## src/rtl/int_multiplier_seq.sv

```systemverilog
// Sequential 4x4 shift-add multiplier with remainder add: uo_out = A*B + R.
// Level start/done handshake on uio pins; err flags triples that are not
// a valid division result (B == 0 or R >= B).
module int_multiplier_seq (
  input  logic       clk,
  input  logic       rst_n,
  input  logic       ena,
  input  logic [7:0] ui_in,
  input  logic [7:0] uio_in,
  output logic [7:0] uo_out,
  output logic [7:0] uio_out,
  output logic [7:0] uio_oe
);

  typedef enum logic [1:0] {
    IDLE = 2'd0,
    RUN  = 2'd1,
    WAIT = 2'd2
  } state_t;

  state_t      state, state_next;
  logic [3:0]  a_reg;
  logic [3:0]  b_reg;
  logic [7:0]  acc;
  logic [7:0]  acc_next;
  logic [7:0]  part_prod;
  logic [1:0]  count;
  logic [7:0]  result;
  logic        busy;
  logic        done;
  logic        err;
  logic        start;
  logic        unused_uio;

  assign start      = uio_in[4];
  assign unused_uio = &{1'b0, uio_in[7:5]};

  assign uo_out  = result;
  assign uio_out = {err, done, busy, 5'b0_0000};
  assign uio_oe  = 8'b1110_0000;

  // Partial product for the current step, zero-extended before the shift.
  always_comb begin
    part_prod = {4'b0000, b_reg} << count;
    acc_next  = acc;
    if (a_reg[count]) acc_next = acc + part_prod;
  end

  // State register.
  always_ff @(posedge clk or negedge rst_n) begin
    if (!rst_n) state <= IDLE;
    else        state <= state_next;
  end

  // Next-state logic; ena = 0 holds the current state.
  always_comb begin
    state_next = state;
    if (ena) begin
      case (state)
        IDLE:    if (start) state_next = RUN;
        RUN:     if (count == 2'd3) state_next = WAIT;
        WAIT:    if (!start) state_next = IDLE;
        default: state_next = IDLE;
      endcase
    end
  end

  // Operand capture, accumulation and registered outputs.
  always_ff @(posedge clk or negedge rst_n) begin
    if (!rst_n) begin
      a_reg  <= '0;
      b_reg  <= '0;
      acc    <= '0;
      count  <= '0;
      result <= '0;
      busy   <= 1'b0;
      done   <= 1'b0;
      err    <= 1'b0;
    end else if (ena) begin
      case (state)
        IDLE: begin
          if (start) begin
            a_reg <= ui_in[7:4];
            b_reg <= ui_in[3:0];
            acc   <= {4'b0000, uio_in[3:0]};
            count <= '0;
            busy  <= 1'b1;
            done  <= 1'b0;
            err   <= (ui_in[3:0] == 4'd0) | (uio_in[3:0] >= ui_in[3:0]);
          end
        end
        RUN: begin
          acc   <= acc_next;
          count <= count + 2'd1;
          if (count == 2'd3) begin
            result <= acc_next;
            busy   <= 1'b0;
            done   <= 1'b1;
          end
        end
        default: ;
      endcase
    end
  end

endmodule

```

## config.mk

```make
export PLATFORM = sky130hd
export DESIGN_NAME = int_multiplier_seq
export DESIGN_NICKNAME = d
export VERILOG_FILES = /design/src/rtl/int_multiplier_seq.sv
export SDC_FILE = /design/constraint.sdc
export NUM_CORES = 1
export LEC_CHECK = 0
export BUFFER_PORTS_ARGS = -buffer_cell sky130_fd_sc_hd__buf_4
export CAP_MARGIN = 20
export CORE_MARGIN = 3
export CORE_UTILIZATION = 32
export DETAILED_ROUTE_END_ITERATION = 12
export PLACE_DENSITY = 0.51
export SYNTH_ARGS = -nofsm -noshare
export SYNTH_HDL_FRONTEND = slang
export SYNTH_SLANG_ARGS = --single-unit
```

## constraint.sdc

```tcl
create_clock -name clk -period 2.95 [get_ports clk]
set_input_delay 0.295 -clock clk [delete_from_list [all_inputs] [get_ports clk]]
set_output_delay 0.295 -clock clk [all_outputs]
set_load 0.02 [all_outputs]
```

==> metrics.txt <==
Post-CTS Setup Inserts=0; Initial Util=33.4%; count leader, synth=nand2_1; RR Startpoint=count[1]; layout cells sized above 1=19.0%; Final Max Slew Viols=0; syn avg cell area=8.99 sq um; # hold bufs at CTS=1; TritonCTS buffer count=5; maximum VDD drop=0.484 mV; GRT Residual Overflow=0; Arr. time, crit path=2730 ps; first-pass GRT wire length=7.02 mm; crit path kind=reg2reg; sink of the worst hold path=a_reg[3]; n_diodes=0; Hold Vio Cnt, Final=0; antenna violations before repair=0; CTS sink count=31; DIE AREA=7280 sq um; reg-to-reg slack, setup=390 ps; Crit. Startpoint=count[1]; Post-Layout Cell Count=323; worst-path fanout max=11; Hold WS=202 ps; hpwl dp=3.11 mm; ys flop type=dfrtp_1; via count=1534; Final setup viols=0; Area growth, synth to finish=15.0%; placed cell area=2190 sq um; Total Nets Final=279; DRT iter0 DRCs=61; M2 GR Usage=19.4%; PortBufs=26; PostCTS Resize Cnt=0; boundary pin count=43; Hold Crit Start=ui_in[7]; Root Driver=clkbuf_8; Worst-Margin Slew=758 ps; Hold Crit Depth=3; placed insts=314; RSZ-0062 raised after global routing=no; H-tree Lvls=2; FP Rows=28; top cells by area, synth=dfrtp_1 (39%), nand2_1 (8.2%), ha_1 (7.5%); Die Span Y=85.3 microns; R2R cell count=9; Cell Pwr Density=1110 nW/um^2; outcome=complete, no violations; met1 Resource Use GR=16.8%; top-area cell type share of the netlist area=38.5%; Most Crowded Layer GR=met2; CTS tree=yes; FFs w/ async S/R, synth=100%; DR DRC count=0; vias in the first global route=1467; sequential fraction of the synthesis area=38.5%; Post-Syn Instances=224; number of synthesized flops with an enable pin=0; CTS clk-pin slew, worst paths=70 ps; Crit. End Element=flop; # fillers=638; Tcrit/Tclk final=86.9%; total global-route track usage=12.3%; Slew Limit Headroom=48.9%; clk_lat worst skew=280 ps; wire per inst=13.1 microns; Post-synth top cells=nand2_1 (44), dfrtp_1 (31), o21ai_0 (20); DRT antenna net count=0; crit path launch type=flop; largest net degree at the start of global routing=32; gpl congestion=0.771; drt pass-1 iters=4; Final Total Pwr=2.57 mW; hold crit path type=in2reg; register bit count reported by yosys=31; fmax=0.390 GHz; Worst R2R End=acc[7]; clk buf depth=2; Yosys warning total=0; Worst Path Required=3110 ps; Max Clock Skew=5.82 ps; total core area=6030 sq um; final wirelength=4.24 mm; Netlist Area Pre-Place=2010 sq um; Synth cell types=43; max cap viols=0; setup TNS=0 ps; vias per cell=4.75; most area-hungry cell type in the Yosys netlist=dfrtp_1; crit path time final=2560 ps; met3 Use GR=2.91%; leakage=1.17 nW; die width=85.3 microns; final instance area=2320 sq um
[placed cells by master (no fill, tap or decap), types with 3 or more instances in the layout]
cell	netlist	routed
a21oi_1	11	11
dfrtp_1	31	31
inv_1	9	9
a21o_1	3	3
xor2_1	3	3
nor2b_1	6	6
nor2_1	9	9
o21ai_0	20	20
nand3_1	4	4
conb_1	2	13
buf_4	16	27
clkbuf_8	0	6
mux2i_1	10	10
nand2_1	44	44
and3_1	3	3
ha_1	12	12
[logic make-up after synthesis]
kind of cell    Yosys count  share of synthesized area, %
buf+inv                  32                          9.81
flops                    31                          38.5
fa+ha+maj                13                          8.45
xor+xnor                  5                          2.17
mux                      12                          6.65
simple gates             80                          19.3
compound gates           49                          14.7
other cells               2                         0.373
[stage by stage]
step	utilization [%]	setup slack (ps)
after floorplan	-	737
after global placement	36.3	402
after detailed placement	36.3	386
after CTS	38.4	373
after global routing	38.4	112
final	38.4	386
[report_power, final]
part           switching (mW)  internal [mW]  total (mW)
logic                   0.750          0.615        1.37
clock network           0.158          0.273       0.431
registers               0.170          0.607       0.777
total                    1.08           1.49        2.57
[routing by layer]
layer,part of all wire [%],vias to the layer above
met2,46,26
met1,49,716
li1,-,788
met5,0,-
met4,0.97,0
met3,4.3,4
[how the worst max path moves through the flow]
stage | endpoint | slack, ps | depth (start not counted)
3_3_place_gp | acc[7] | 400 | 9
3_5_place_dp | uo_out[7] | 390 | 9
4_1_cts | uo_out[7] | 370 | 9
5_1_grt | uo_out[7] | 110 | 9
6_report | acc[7] | 390 | 9
2_1_floorplan | acc[6] | 740 | 10
[area by class of cell]
class / instances / area [sq um] / share of cell area [%]
Tap cell: 75 / 93.8 / 4.05
Inverter: 9 / 33.8 / 1.46
Timing Repair Buffer: 28 / 213 / 9.18
Sequential cell: 31 / 776 / 33.5
Clock inverter: 2 / 35.0 / 1.51
Multi-Input combinational cell: 172 / 1080 / 46.7
Clock buffer: 6 / 82.6 / 3.57
[critical path, cell delays in order (launching register included)]
cell      delay, ps
dfrtp_1         570
mux2_2          390
nor2_1           90
a21oi_1          50
ha_1            370
o211ai_1        100
o21ai_0         330
o221ai_1        240
o211ai_1        220
o31ai_1          90
Note: power is estimated with default switching activity, not from simulation.
